--- config.mk ---
export PLATFORM = sky130hd
export DESIGN_NAME = decoder24_strobe_flat
export DESIGN_NICKNAME = d
export VERILOG_FILES = /design/src/rtl/decoder24_strobe_if.sv /design/src/rtl/decoder24_strobe.sv /design/src/flat_wrapper.sv
export SDC_FILE = /design/constraint.sdc
export NUM_CORES = 1
export LEC_CHECK = 0
export CORE_MARGIN = 2
export CORE_UTILIZATION = 48
export CTS_CLUSTER_DIAMETER = 100
export DETAILED_ROUTE_END_ITERATION = 8
export GPL_TIMING_DRIVEN = 1
export PLACE_DENSITY = 0.76
export SLEW_MARGIN = 10
export SYNTH_ARGS = -nofsm -noshare
export SYNTH_HDL_FRONTEND = slang
export SYNTH_SLANG_ARGS = --single-unit
--- constraint.sdc ---
create_clock -name clk -period 2.8 [get_ports clk]
set_clock_uncertainty 0.15 [all_clocks]
set_input_delay 0.84 -clock clk [delete_from_list [all_inputs] [get_ports clk]]
set_output_delay 0.84 -clock clk [all_outputs]
set_load 0.01 [all_outputs]
--- src/rtl/decoder24_strobe_if.sv ---
// Code handshake between a code source and the strobe decoder.
interface decoder24_strobe_if;
  logic       in_valid;
  logic       in_ready;
  logic [1:0] code;

  modport master (output in_valid, output code, input in_ready);
  modport slave  (input in_valid, input code, output in_ready);
endinterface

--- src/rtl/decoder24_strobe.sv ---
// Sequenced 2-to-4 decoder: buffers 2-bit codes in a FIFO and replays each
// as a registered one-hot strobe with programmable hold and gap lengths.
module decoder24_strobe #(
  parameter int unsigned DEPTH = 4,
  parameter int unsigned CW    = 8
) (
  input  logic                     clk,
  input  logic                     rst,
  decoder24_strobe_if.slave        in_bus,
  input  logic                     en,
  input  logic [CW-1:0]            hold_len,
  input  logic [CW-1:0]            gap_len,
  output logic [3:0]               y,
  output logic                     busy,
  output logic [$clog2(DEPTH):0]   count
);

  localparam int unsigned AW = $clog2(DEPTH);

  typedef enum logic [1:0] {IDLE, DRIVE, GAP} state_t;

  state_t          state_q, state_d;
  logic [CW-1:0]   cnt_q, cnt_d;
  logic [3:0]      y_d;
  logic [1:0]      mem [DEPTH];
  logic [AW-1:0]   wr_ptr, rd_ptr;
  logic [1:0]      head;
  logic            push, pop;

  assign in_bus.in_ready = !rst && (count != (AW+1)'(DEPTH));
  assign push            = in_bus.in_valid && in_bus.in_ready;
  assign head            = mem[rd_ptr];
  assign busy            = (state_q != IDLE);

  always_comb begin
    state_d = state_q;
    cnt_d   = cnt_q;
    y_d     = y;
    pop     = 1'b0;
    case (state_q)
      IDLE: begin
        y_d = '0;
        if (en && count != '0) begin
          pop     = 1'b1;
          y_d     = 4'b0001 << head;
          cnt_d   = (hold_len == '0) ? '0 : hold_len - CW'(1);
          state_d = DRIVE;
        end
      end
      DRIVE: begin
        if (cnt_q != '0) begin
          cnt_d = cnt_q - CW'(1);
        end else begin
          y_d = '0;
          if (gap_len == '0) begin
            state_d = IDLE;
          end else begin
            cnt_d   = gap_len - CW'(1);
            state_d = GAP;
          end
        end
      end
      GAP: begin
        y_d = '0;
        if (cnt_q == '0) state_d = IDLE;
        else             cnt_d   = cnt_q - CW'(1);
      end
      default: begin
        y_d     = '0;
        state_d = IDLE;
      end
    endcase
  end

  always_ff @(posedge clk) begin
    if (rst) begin
      state_q <= IDLE;
      cnt_q   <= '0;
      y       <= '0;
    end else begin
      state_q <= state_d;
      cnt_q   <= cnt_d;
      y       <= y_d;
    end
  end

  // Pointers wrap naturally because DEPTH is a power of two.
  always_ff @(posedge clk) begin
    if (rst) begin
      wr_ptr <= '0;
      rd_ptr <= '0;
      count  <= '0;
    end else begin
      if (push) wr_ptr <= wr_ptr + AW'(1);
      if (pop)  rd_ptr <= rd_ptr + AW'(1);
      case ({push, pop})
        2'b10:   count <= count + (AW+1)'(1);
        2'b01:   count <= count - (AW+1)'(1);
        default: count <= count;
      endcase
    end
  end

  always_ff @(posedge clk) begin
    if (push) mem[wr_ptr] <= in_bus.code;
  end

endmodule

--- src/flat_wrapper.sv ---
// flat-port wrapper written by rule: the top's interface ports become plain ports
module decoder24_strobe_flat 
#(
  parameter int unsigned DEPTH = 4,
  parameter int unsigned CW    = 8
)
  (clk, rst, en, hold_len, gap_len, y, busy, count, in_bus_in_valid, in_bus_code, in_bus_in_ready);
  decoder24_strobe_if in_bus_i ();
  input  logic clk;
  input  logic rst;
  input  logic en;
  input  logic [CW-1:0] hold_len;
  input  logic [CW-1:0] gap_len;
  output logic [3:0] y;
  output logic busy;
  output logic [$clog2(DEPTH):0] count;
  input wire logic [$bits(in_bus_i.in_valid)-1:0] in_bus_in_valid;
  input wire logic [$bits(in_bus_i.code)-1:0] in_bus_code;
  output wire logic [$bits(in_bus_i.in_ready)-1:0] in_bus_in_ready;
  assign in_bus_i.in_valid = in_bus_in_valid;
  assign in_bus_i.code = in_bus_code;
  assign in_bus_in_ready = in_bus_i.in_ready;
  decoder24_strobe #(.DEPTH(DEPTH), .CW(CW)) u_core (.clk(clk), .rst(rst), .in_bus(in_bus_i), .en(en), .hold_len(hold_len), .gap_len(gap_len), .y(y), .busy(busy), .count(count));
endmodule
### Yosys cells after proc, flatten, opt, wreduce, memory -nomap -nowiden

Memory sizes are Yosys's and may differ from the RTL's. A register that Yosys moved wholly into a read port is not among the register bits.
Cells that the tools add are included.

* output and inout port bits: 9
* RAM bits: 8
* input bits: 22
* register bits after elaboration: 21
* memories: 1
* logic and storage cells: 61

Memory list
* u_core.mem: depth 4, width 2, rd ports 1, clocked after Yosys merged registers in 1, write ports 1, line decoder24_strobe.sv:25 `logic [1:0] mem [DEPTH];`

* equal/unequal tests: 10
* mux-type cells: 21
* reduce and logical (&&, ||, !) cells: 15
* shifts and indexed selects: 1
* $add $sub $neg: 7

Operators by type and width (count)
* 8-bit 2-to-1 mux: 5
* 8-bit zero test: 3
* 8-bit case mux with 3 select lines: 1
* 8-bit by 1-bit subtractor with 8-bit output, second input constant: 3
* 2-bit 2-to-1 mux: 6
* 4-bit 2-to-1 mux: 2
* 4-bit case mux with 2 select lines: 1
* 8-bit nonzero test: 1
* 2-bit case mux with 3 select lines: 1
* 3-bit case mux with 2 select lines: 1
* 3-bit nonzero test: 2
* 2-bit by 1-bit adder with 2-bit output, second input constant: 2
* 2-bit by 1-bit equality test with 1-bit output, second input constant: 2
* 2-bit equality test, second input constant: 2
* 1-bit 2-to-1 mux: 4
* 2-bit by 1-bit != test with 1-bit output, second input constant: 2
* 2-bit != test, second input constant: 2
* 4-bit AND reduction: 1
* 2-bit nonzero test: 2
* 1-bit by 2-bit left shift with 4-bit output, first input constant: 1
* 3-bit by 1-bit adder with 3-bit output, second input constant: 1
* 1-bit logical AND: 3
* 3-bit by 2-bit != test with 1-bit output, second input constant: 1
* 3-bit != test, second input constant: 1
* other kinds (4): 4

### Longest topological paths before layout

* depth in word-level cells: 6
* depth in mapped cells: 11
* mapped depth without buffers: 11

### Worst setup path before layout

No wires, ideal clock.

* path type: input port to flip-flop
* from: input hold_len[5]
* to: register u_core.cnt_q[7]
* stages: 5
* setup time: 0.058 ns
* data required time: 2.592 ns
* path buffers: 0
* path slack: 0.023 ns
* data arrival time: 2.569 ns
* cell sequence: or4_4 -> or4_1 -> or4_1 -> a311o_1 -> nand2_1

* word-level cells in the longest chain between the ends: 4
* elaborated cells between the ends (all ways): 5
* those cells by class: add/sub (1); mux (3); reduce/logical (1)

RTL lines
* from (decl): line flat_wrapper.sv:12 `input logic [CW-1:0] hold_len;`
* 8-bit by 1-bit subtractor with 8-bit output or 8-bit zero test (tied branches): line decoder24_strobe.sv:46 `cnt_d = (hold_len == '0) ? '0 : hold_len - CW'(1);`
* 8-bit 2-to-1 mux (*): line decoder24_strobe.sv:46
* 8-bit 2-to-1 mux (*): line decoder24_strobe.sv:43 `if (en && count != '0) begin`
* 8-bit case mux with 3 select lines (*): line decoder24_strobe.sv:40 `case (state_q)`
* to (signal assigned): line decoder24_strobe.sv:82 `cnt_q <= cnt_d;`
* to (decl): line decoder24_strobe.sv:23 `logic [CW-1:0] cnt_q, cnt_d;`

Mark *: on every way between the ends. The rest lies on a longest branch, timed or not. The select of a mux whose other input is x is not followed.
A chain may end at the register's enable or synchronous reset.

### Worst setup path in the final report

* from: input hold_len[3]
* to: register u_core.cnt_q[7]

The elaborated chain is that of the path after synthesis.

==> flow_summary.rst <==
.. list-table::
   :header-rows: 1

   * - Metric
     - Value
   * - Warning count from the yosys run
     - 0
   * - Core Footprint
     - 3943 um^2
   * - Launching point of the worst reg2reg path
     - u_core.state_q[1]
   * - Average detailed-routed wire length per instance
     - 13.48 um
   * - Sequential power share
     - 29.4%
   * - Total Die Area
     - 4573 um^2
   * - Critical path arrival
     - 2.83 ns
   * - Antenna violations before repair
     - 0
   * - Clock Power Share
     - 18.9%
   * - Number of antenna cells inserted
     - 0
   * - Ratio of cells with drive above 1 in the final layout
     - between 10% and 20%
   * - Total detailed-routing wirelength
     - about 4600 um
   * - Maximum frequency from static timing analysis
     - between 300 and 400 MHz
   * - Avg Vias per Cell
     - 5.391
   * - Area growth from synthesis to layout
     - 37.22%
   * - Worst hold path type
     - flop to flop
   * - Clock insertion delay at the later pin of the skew report
     - 0.29 ns
   * - CP Launch Type
     - primary input
   * - Clock tree from TritonCTS
     - done
   * - Die width
     - around 68 um
   * - Library cell used as clock root buffer
     - clkbuf_8
   * - Run status
     - finished clean
   * - Share of the core filled with cells
     - 67.63%
   * - Number of register bits inferred by synthesis
     - 31
   * - Count of unresolved DRC violations after routing
     - 0
   * - Power per Cell Area
     - 852.8 nW/um^2
   * - Internal power consumption
     - 1.369 mW
   * - Number of setup violations in the final report
     - 0
   * - Cell type with the largest total area after synthesis
     - dfxtp_1
   * - Top fanout value on the critical path
     - 2
   * - Data required time at the worst endpoint
     - 2.88 ns
   * - Power Total
     - 2.274 mW
   * - H-tree depth reported by CTS
     - 2
   * - Detailed Routing Iterations Pass 1
     - 4
   * - Setup crit start
     - hold_len[3]
   * - Number of violations reported at the end of detailed-routing iteration 0
     - 79
   * - Most common library cell in the layout ignoring fill and taps
     - buf_4
   * - Hold path startpoint
     - u_core.y[3]
   * - Placed insts
     - 330
   * - DR vias
     - 1822
   * - Max cap viols
     - 0
   * - Vias in the first global route
     - between 1500 and 2000
   * - Headroom to the max-slew limit
     - 62.82%
   * - Initial core utilization
     - 49.29%
   * - Combinational fraction of design power
     - 51.7%
   * - Switching Fraction
     - 39.79%
   * - Antenna-violating nets left
     - 0
   * - # rows
     - 23
   * - Sinks on Clock Net
     - 31
   * - Category of the critical setup timing path
     - primary input to flop
   * - Ports
     - 31
   * - Gate count of the mapped netlist
     - 223
   * - Final-report hold violation count
     - 0
   * - Nature of the critical path endpoint
     - flop
   * - Post-route insts no fill
     - around 340
   * - Routability congestion estimate
     - 0.8856
   * - Avg Cell Area, Syn
     - 8.714 um^2
   * - Number of synthesized flops with an enable pin
     - 8
   * - Leading post-synthesis cells by cell area
     - dfxtp_1 24%, edfxtp_1 12%, ha_1 9.0%
   * - Pins over their slew limit
     - 0
   * - Setup repair after global routing missed its margin
     - false
   * - Measured slew at the worst slew-check pin
     - 0.5564 ns
   * - Final critical-path share of the clock period
     - 97.97%
   * - Syn_nets
     - 260
   * - Share of synthesized area occupied by flip-flops and latches
     - between 30 and 40%
   * - Cell area after synthesis
     - 1943 um^2
   * - Post-detail-place hpwl
     - 3515 um
   * - Final-layout worst hold slack
     - just over 0.3 ns
   * - Leading register cell type out of synthesis
     - dfxtp_1
   * - Maximum number of pins on one net before global-route repair
     - 23
   * - FFs w/ async S/R, synth
     - 0%
   * - Register clock-pin slew on the reported worst setup and hold paths
     - 0.07 ns
   * - Commonest cells after routing, fill and taps aside
     - 29 x buf_4, 28 x nor2_1, 23 x dfxtp_1, 23 x clkdlybuf4s50_1, 22 x inv_1
   * - Height of the die
     - approximately 68 um
   * - Wire length of the first global-routing pass
     - roughly 7500 um
   * - Switching power of the nets
     - 904.8 uW
   * - Static leakage power
     - 1.062 nW
   * - Yosys top cell area share
     - 23.70%
   * - TritonCTS Buffers
     - 5
   * - Number of nets in the finished design
     - ~320
   * - Final global-route overflow total
     - 0
   * - Minimum clock period
     - 2.743 ns
   * - PortBufs
     - 30
   * - Total global-route track usage
     - 21.89%
   * - Maximum clock path buffer count
     - 2
   * - Count of different cell masters after synthesis
     - 45
   * - Largest voltage drop on the vdd net
     - 651.4 uV
## critical path, stage by stage
cell and delay [ns]:
buf_6 0.09, or4_4 0.52, or4_4 0.54, or4_1 0.41
a311o_1 0.36, nand2_1 0.06
## final timing paths
path	endpoint	slack, ns	cells past startpoint
setup / recovery	u_core.cnt_q[7]	0.06	6
hold / removal	u_core.y[3]	0.31	2
setup reg to reg	u_core.count[2]	0.40	11
hold reg to reg	u_core.y[3]	0.31	2
## cell type report
type / instances / area, um^2
clock buffer: 5 / 68.82
clock inverter: 3 / 38.79
fill: 303 / 1276
inverter: 23 / 86.33
multi-input combinational: 167 / 1195
sequential: 31 / 700.7
tap: 50 / 62.56
timing repair buffer: 59 / 514.2
## Yosys cell counts, drive strengths merged, types with 2 or more instances
| master | count |
|---|---|
| or2 | 2 |
| a21o | 2 |
| nor3 | 10 |
| edfxtp | 8 |
| o31ai | 5 |
| a311oi | 2 |
| nor3b | 2 |
| mux4 | 2 |
| o21ai | 12 |
| or3 | 5 |
| o22ai | 2 |
| nor4 | 4 |
| xor2 | 4 |
| xnor2 | 10 |
| a211oi | 5 |
| and2 | 2 |
| nand2 | 11 |
| mux2i | 2 |
| dfxtp | 23 |
| inv | 23 |
| clkbuf | 2 |
| a21oi | 16 |
| or4 | 7 |
| nor2 | 28 |
| ha | 14 |
| and3 | 4 |
## metrics by stage
| stage | setup slack, ns | TNS (ns) | area [um^2] |
|---|---|---|---|
| final | 0.05678 | 0 | 2666 |
| after global routing | 0.0009008 | 0 | 2666 |
| after floorplan | 0.02262 | 0 | 1943 |
| after detailed placement | -0.4765 | -3.012 | 2516 |
| after CTS | 0.007600 | 0 | 2630 |
| after global placement | -0.4392 | -2.552 | 2516 |
## state kept, by name (all words and copies together), names as in the netlist, named ones only
signal,count
u_core.mem,8
u_core.rd_ptr,2
u_core.y,4
u_core.cnt_q,8
u_core.state_q,2
u_core.count,3
u_core.wr_ptr,2
## timing repair
item	in CTS	in global routing
pin swaps	3	7
setup endpoints to repair	6	3
resized for setup	9	18
buffers inserted	0	0
hold buffers	0	0
## layer usage
metal | global-route usage (%) | vias to the layer above | share of wire (%)
met3 | 6.000 | 6 | 3.8
met2 | 35.66 | 26 | 47
li1 | - | 945 | -
met4 | 6.378 | 0 | 1.5
met5 | 0 | - | 0
met1 | 28.25 | 845 | 48
## power by group through the flow
| stage | Combinational, mW | Clock (mW) | Sequential (mW) |
|---|---|---|---|
| 2_1_floorplan | 0.724 | 0 | 0.656 |
| 3_5_place_dp | 1.13 | 0 | 0.669 |
| 4_1_cts | 1.14 | 0.437 | 0.661 |
| 5_1_grt | 1.29 | 0.449 | 0.684 |
| 6_report | 1.18 | 0.429 | 0.670 |
| 3_3_place_gp | 1.11 | 0 | 0.667 |
## kinds of logic after synthesis
group | Yosys count | synth area share (%)
flip-flops | 31 | 36.06
multiplexers | 4 | 3.348
adder cells (fa/ha/maj) | 15 | 10.05
AND/OR/NAND/NOR | 78 | 20.60
XOR/XNOR | 14 | 6.310
AO/OA/AOI/OAI | 56 | 18.80
buffers and inverters | 25 | 4.829
No activity file was read; power rests on OpenSTA's default activity.
